$ cat config.mk
export PLATFORM = sky130hd
export DESIGN_NAME = interboard_credit_tx
export DESIGN_NICKNAME = d
export VERILOG_FILES = /design/src/rtl/interboard_pkg.sv /design/src/rtl/interboard_credit_counter.sv /design/src/rtl/interboard_credit_tx.sv
export SDC_FILE = /design/constraint.sdc
export NUM_CORES = 1
export LEC_CHECK = 0
export ABC_AREA = 1
export BUFFER_PORTS_ARGS = -buffer_cell sky130_fd_sc_hd__buf_4
export CAP_MARGIN = 20
export CORE_UTILIZATION = 44
export CTS_BUF_LIST = sky130_fd_sc_hd__clkbuf_8 sky130_fd_sc_hd__clkbuf_16
export DETAILED_ROUTE_END_ITERATION = 7
export GPL_TIMING_DRIVEN = 0
export HOLD_SLACK_MARGIN = 0.08
export PLACE_DENSITY = 0.76
export SKIP_LAST_GASP = 1
export SLEW_MARGIN = 10
export SYNTH_ARGS = -nofsm -noshare
export SYNTH_HDL_FRONTEND = slang
export SYNTH_SLANG_ARGS = --single-unit
$ cat constraint.sdc
create_clock -name clk -period 1.9 [get_ports clk]
set_input_delay 0.38 -clock clk [delete_from_list [all_inputs] [get_ports clk]]
set_output_delay 0.38 -clock clk [all_outputs]
set_load 0.02 [all_outputs]
$ cat src/rtl/interboard_pkg.sv
// Shared interboard link definitions used by both transmitter and receiver.
// Holds default link geometry and the link state encoding.
package interboard_pkg;

  localparam int DATA_W_DEF   = 11;
  localparam int CREDITS_DEF  = 16;
  localparam int CREDIT_W_DEF = 5;

  localparam logic [1:0] ST_LINK_DOWN = 2'd0;
  localparam logic [1:0] ST_ACTIVE    = 2'd1;
  localparam logic [1:0] ST_DRAIN     = 2'd2;

  typedef enum logic [1:0] {
    LINK_DOWN = ST_LINK_DOWN,
    ACTIVE    = ST_ACTIVE,
    DRAIN     = ST_DRAIN
  } link_state_e;

endpackage

$ cat src/rtl/interboard_credit_counter.sv
// Saturating credit counter with sticky overflow flag; updates take effect next cycle.
// A return at full credit saturates and raises overflow until reset.
module interboard_credit_counter
  import interboard_pkg::*;
#(
  parameter int CREDITS  = CREDITS_DEF,
  parameter int CREDIT_W = CREDIT_W_DEF
) (
  input  logic                clk,
  input  logic                reset,
  input  logic                load,
  input  logic                en,
  input  logic                dec,
  input  logic                inc,
  output logic [CREDIT_W-1:0] count,
  output logic                overflow
);

  localparam logic [CREDIT_W-1:0] FULL = CREDIT_W'(CREDITS);
  localparam logic [CREDIT_W-1:0] ONE  = CREDIT_W'(1);

  always_ff @(posedge clk) begin
    if (reset) begin
      count    <= FULL;
      overflow <= 1'b0;
    end else if (load) begin
      count <= FULL;
    end else if (en) begin
      // simultaneous spend and return cancel out
      if (dec && !inc) begin
        if (count != '0) count <= count - ONE;
      end else if (inc && !dec) begin
        if (count == FULL) overflow <= 1'b1;
        else               count    <= count + ONE;
      end
    end
  end

endmodule

$ cat src/rtl/interboard_credit_tx.sv
// Credit-based interboard transmitter: rdreq in cycle n gives valid/send_data in n+2.
// Reads stall when credits hit zero or FIFO is empty; link drop drains in-flight words first.
module interboard_credit_tx
  import interboard_pkg::*;
#(
  parameter int DATA_W   = DATA_W_DEF,
  parameter int CREDITS  = CREDITS_DEF,
  parameter int CREDIT_W = CREDIT_W_DEF
) (
  input  logic                clk,
  input  logic                reset,
  input  logic [DATA_W-1:0]   fifo_data,
  input  logic                rdempty,
  output logic                rdreq,
  input  logic                link_up,
  input  logic                credit_return,
  output logic                valid,
  output logic [DATA_W-1:0]   send_data,
  output logic [CREDIT_W-1:0] credits,
  output logic                credit_overflow
);

  logic [1:0] state;
  logic [1:0] state_nxt;
  logic       word_pend;
  logic       drain_done;

  // word_pend marks a word whose FIFO data arrives this cycle
  assign rdreq      = !reset && (state == ST_ACTIVE) && !rdempty && (credits != '0);
  assign drain_done = (state == ST_DRAIN) && !word_pend;

  always_comb begin
    state_nxt = state;
    case (state)
      ST_LINK_DOWN: if (link_up)   state_nxt = ST_ACTIVE;
      ST_ACTIVE:    if (!link_up)  state_nxt = ST_DRAIN;
      ST_DRAIN:     if (!word_pend) state_nxt = ST_LINK_DOWN;
      default:      state_nxt = ST_LINK_DOWN;
    endcase
  end

  always_ff @(posedge clk) begin
    if (reset) begin
      state     <= ST_LINK_DOWN;
      word_pend <= 1'b0;
      valid     <= 1'b0;
      send_data <= '0;
    end else begin
      state     <= state_nxt;
      word_pend <= rdreq;
      valid     <= word_pend;
      if (word_pend) send_data <= fifo_data;
    end
  end

  interboard_credit_counter #(
    .CREDITS  (CREDITS),
    .CREDIT_W (CREDIT_W)
  ) u_credit_counter (
    .clk      (clk),
    .reset    (reset),
    .load     ((state == ST_LINK_DOWN) || drain_done),
    .en       (state != ST_LINK_DOWN),
    .dec      (rdreq),
    .inc      (credit_return),
    .count    (credits),
    .overflow (credit_overflow)
  );

endmodule

==> results.json <==
{
  "status": "complete, no violations",
  "routedWlPerCell_um": 10.8,
  "fin_ws_ns": 0.0461,
  "cp_slowest_cell": "fa_2",
  "synth.avg_cell_area_um2": 7.27,
  "crit_fanout": 5,
  "timing.rr.end": "u_credit_counter.count[1]",
  "ys_seq_area_share_pct": 41.0,
  "finalSetupViolations": 0,
  "p_sw_w": 0.000198,
  "viasPerCell": 4.72,
  "ys_types": 22,
  "die-area_um2": 2530,
  "ctsHoldBuffers": 0,
  "grt_pass1_wl_um": 3770,
  "r2r_slack_ns": 0.05,
  "overflow": 0,
  "start_kind": "flip-flop",
  "synthToLayoutAreaGrowth_pct": 48.1,
  "drcViolationCount": 0,
  "grt_max_degree": 12,
  "drt-pass1-iter-count": 4,
  "critical-path-max-stage-delay_ns": 0.57,
  "yosys.area.top_type": "dfxtp_1",
  "gp_congestion": 0.793,
  "yosysWarnings": 0,
  "dieHeight_um": 50.3,
  "swShare_pct": 23.6,
  "p_comb_share_pct": 12.9,
  "finalHoldViolations": 0,
  "ys_ff_latch": 21,
  "rows": 17,
  "fmax_mhz": 539,
  "leakage_nw": 0.768,
  "max-cap-violations": 0,
  "hold_path.class": "input pin to flip-flop",
  "cp-startpoint": "u_credit_counter.count[1]",
  "max_slew_margin_pct": 84.2,
  "initial_core_util_pct": 46.3,
  "layout.nets": 209,
  "endpoint": "u_credit_counter.count[1]",
  "synth.area.top_cells": "dfxtp_1 (41%), nor2_1 (9.9%), nand2_1 (9.5%), ha_1 (6.1%), o21ai_1 (5.9%)",
  "intPower_w": 0.000643,
  "cp_cell_sequence": "nor2_4 > nand2_2 > o21ai_2 > inv_2 > ha_4 > fa_2 > inv_2 > nand3_2 > nand2_2 > a21oi_2",
  "crit_cells": 10,
  "slew_violations": 0,
  "clkLatencyLatePin_ns": 0.25,
  "htree_levels": 1,
  "drive_gt1_share_pct": 43.5,
  "tns_ns": 0,
  "worstMarginPinSlew_ns": 0.236,
  "min_period_over_period_pct": 97.6,
  "period_needed_ns": 1.85,
  "r2r-start": "u_credit_counter.count[1]",
  "hpwl_um": 1730,
  "ioPinCount": 35,
  "wl_um": 2310,
  "grt_usage_pct": 19.5,
  "synth.top_cell.area_share_pct": 41.0,
  "clock_tree.root_cell": "clkbuf_8",
  "critPathBufInv": 2,
  "synth_fa_ha_area_share_pct": 8.06,
  "p_per_area_nw_per_um2": 554,
  "cts.sinks": 21,
  "syn_nets": 163,
  "rsz0062_at_grt": "true",
  "ant_nets": 0,
  "synth_compound_area_share_pct": 10.0,
  "fin_area_um2": 1520,
  "syn_inst": 141,
  "syn_area_um2": 1020,
  "synthMuxAreaShare_pct": 0,
  "path_delay_family": "adder cells",
  "dieWidth_um": 50.3,
  "cts_tree": "yes",
  "clkPwrFrac_pct": 32.9,
  "critPathKind": "flip-flop to flip-flop",
  "antenna_found_initial": 0,
  "finalPower_w": 0.000841,
  "clk_pin_slew_ns": 0.07,
  "seq_power_share_pct": 54.2,
  "synth_top_family_by_area": "simple AND/OR/NAND/NOR gates",
  "place_area_um2": 1350,
  "finClkSkew_ns": 0.000418,
  "endpoint_kind": "flip-flop",
  "synth_xor_area_share_pct": 0,
  "first_global_vias": 939,
  "num_antenna_cells": 0,
  "preCtsSetupSlack_ns": -0.233,
  "num_vias": 1010,
  "synth_simple_gate_area_share_pct": 31.4,
  "worst-endpoint-arrival_ns": 2.04,
  "cp.required_ns": 2.09,
  "vdd_drop_max_mv": 0.377,
  "r2r_cells": 10,
  "numCtsBuffers": 3,
  "drtIter0Drc": 4,
  "clock_path_buffers": 2,
  "coreArea_um2": 2210,
  "io_buffers": 34
}
## metal layers
| layer | vias up | part of all wire (%) | track usage (%) |
|---|---|---|---|
| met5 | - | 0 | 0 |
| met4 | 0 | 0.73 | 7.14 |
| met3 | 4 | 4.6 | 2.73 |
| met2 | 29 | 51 | 38.9 |
| met1 | 444 | 44 | 19.8 |
| li1 | 533 | - | - |
## area by class of cell
type	instances	area [µm²]
Fill cell	191	694
Multi-Input combinational cell	95	599
Sequential cell	21	433
Timing Repair Buffer	41	308
Inverter	22	82.6
Clock buffer	3	41.3
Tap cell	28	35.0
Buffer	3	15.0
Clock inverter	1	3.75
## power by group through the flow
stage	Clock (W)	Combinational (W)	Sequential, W
final	0.000277	0.000109	0.000456
after global routing	0.000308	0.000120	0.000457
after CTS	0.000284	0.000105	0.000458
after detailed placement	0	0.000102	0.000470
after global placement	0	0.0000997	0.000469
after floorplan	0	0.0000415	0.000481
## flip-flops by register name (all words and copies together) (netlist names)
signal	flops
state	2
u_credit_counter.count	5
word_pend	1
send_data	11
u_credit_counter.overflow	1
valid	1
## synthesized netlist by cell type
cell and instances:
ha_1 5, o21ai_2 1, a21oi_2 1, nor2_4 2, nand2_2 1, nand4_1 2
nand3_1 6, nand3_4 1, buf_2 3, nor2_1 27, nor3_1 1, o21ai_1 12
dfxtp_1 21, inv_2 6, inv_1 15, a21oi_1 5, nand3_2 1, nor2_2 2
nand2_1 26, nor4_1 1, fa_1 1, clkinv_1 1
## cell usage in the layout, fill, tap and decap left out
cell,synthesis,layout
a21oi_1,5,3
dfxtp_4,0,3
inv_1,15,13
a21oi_2,1,2
nor4_4,0,1
nand2_1,26,24
nand4_1,2,2
nor2_4,2,3
buf_2,3,3
fa_2,0,1
ha_4,0,3
buf_4,0,41
dfxtp_1,21,17
nand3_1,6,4
clkinv_1,1,1
nor2_1,27,26
ha_1,5,2
o21ai_2,1,1
o21ai_1,12,12
dfxtp_2,0,1
a21oi_4,0,1
inv_2,6,9
nor3_1,1,1
clkbuf_8,0,3
nor2_2,2,2
nand2_2,1,3
nand3_2,1,3
nand3_4,1,1
## kinds of logic after synthesis
logic type / count (synthesis)
AOI/OAI and AO/OA: 19
adders and majority gates: 6
buffers and inverters: 25
DFF: 21
and+or+nand+nor: 70
## stage by stage
stage / std cells / utilization [%] / hold WS (ns)
detailed placement: 203 / 61.1 / 0.457
global placement: 203 / 61.1 / 0.452
CTS: 210 / 65.5 / 0.315
global route: 214 / 68.6 / 0.324
finish: 214 / 68.6 / 0.332
floorplan: 141 / - / 0.452
## how the worst min path moves through the flow
stage / end / slack (ns) / start / depth (start not counted)
2_1_floorplan: valid / 0.45 / reset / 1
3_3_place_gp: u_credit_counter.overflow / 0.45 / u_credit_counter.overflow / 2
3_5_place_dp: u_credit_counter.overflow / 0.46 / u_credit_counter.overflow / 2
4_1_cts: valid / 0.31 / reset / 2
5_1_grt: valid / 0.32 / reset / 2
6_report: valid / 0.33 / reset / 2
## timing repair
action                     in CTS  in global routing
buffers inserted                3                  4
setup endpoints to repair       4                  4
gates resized for setup         4                 11
pin swaps                       4                  5
Note: power is estimated with default switching activity, not from simulation.
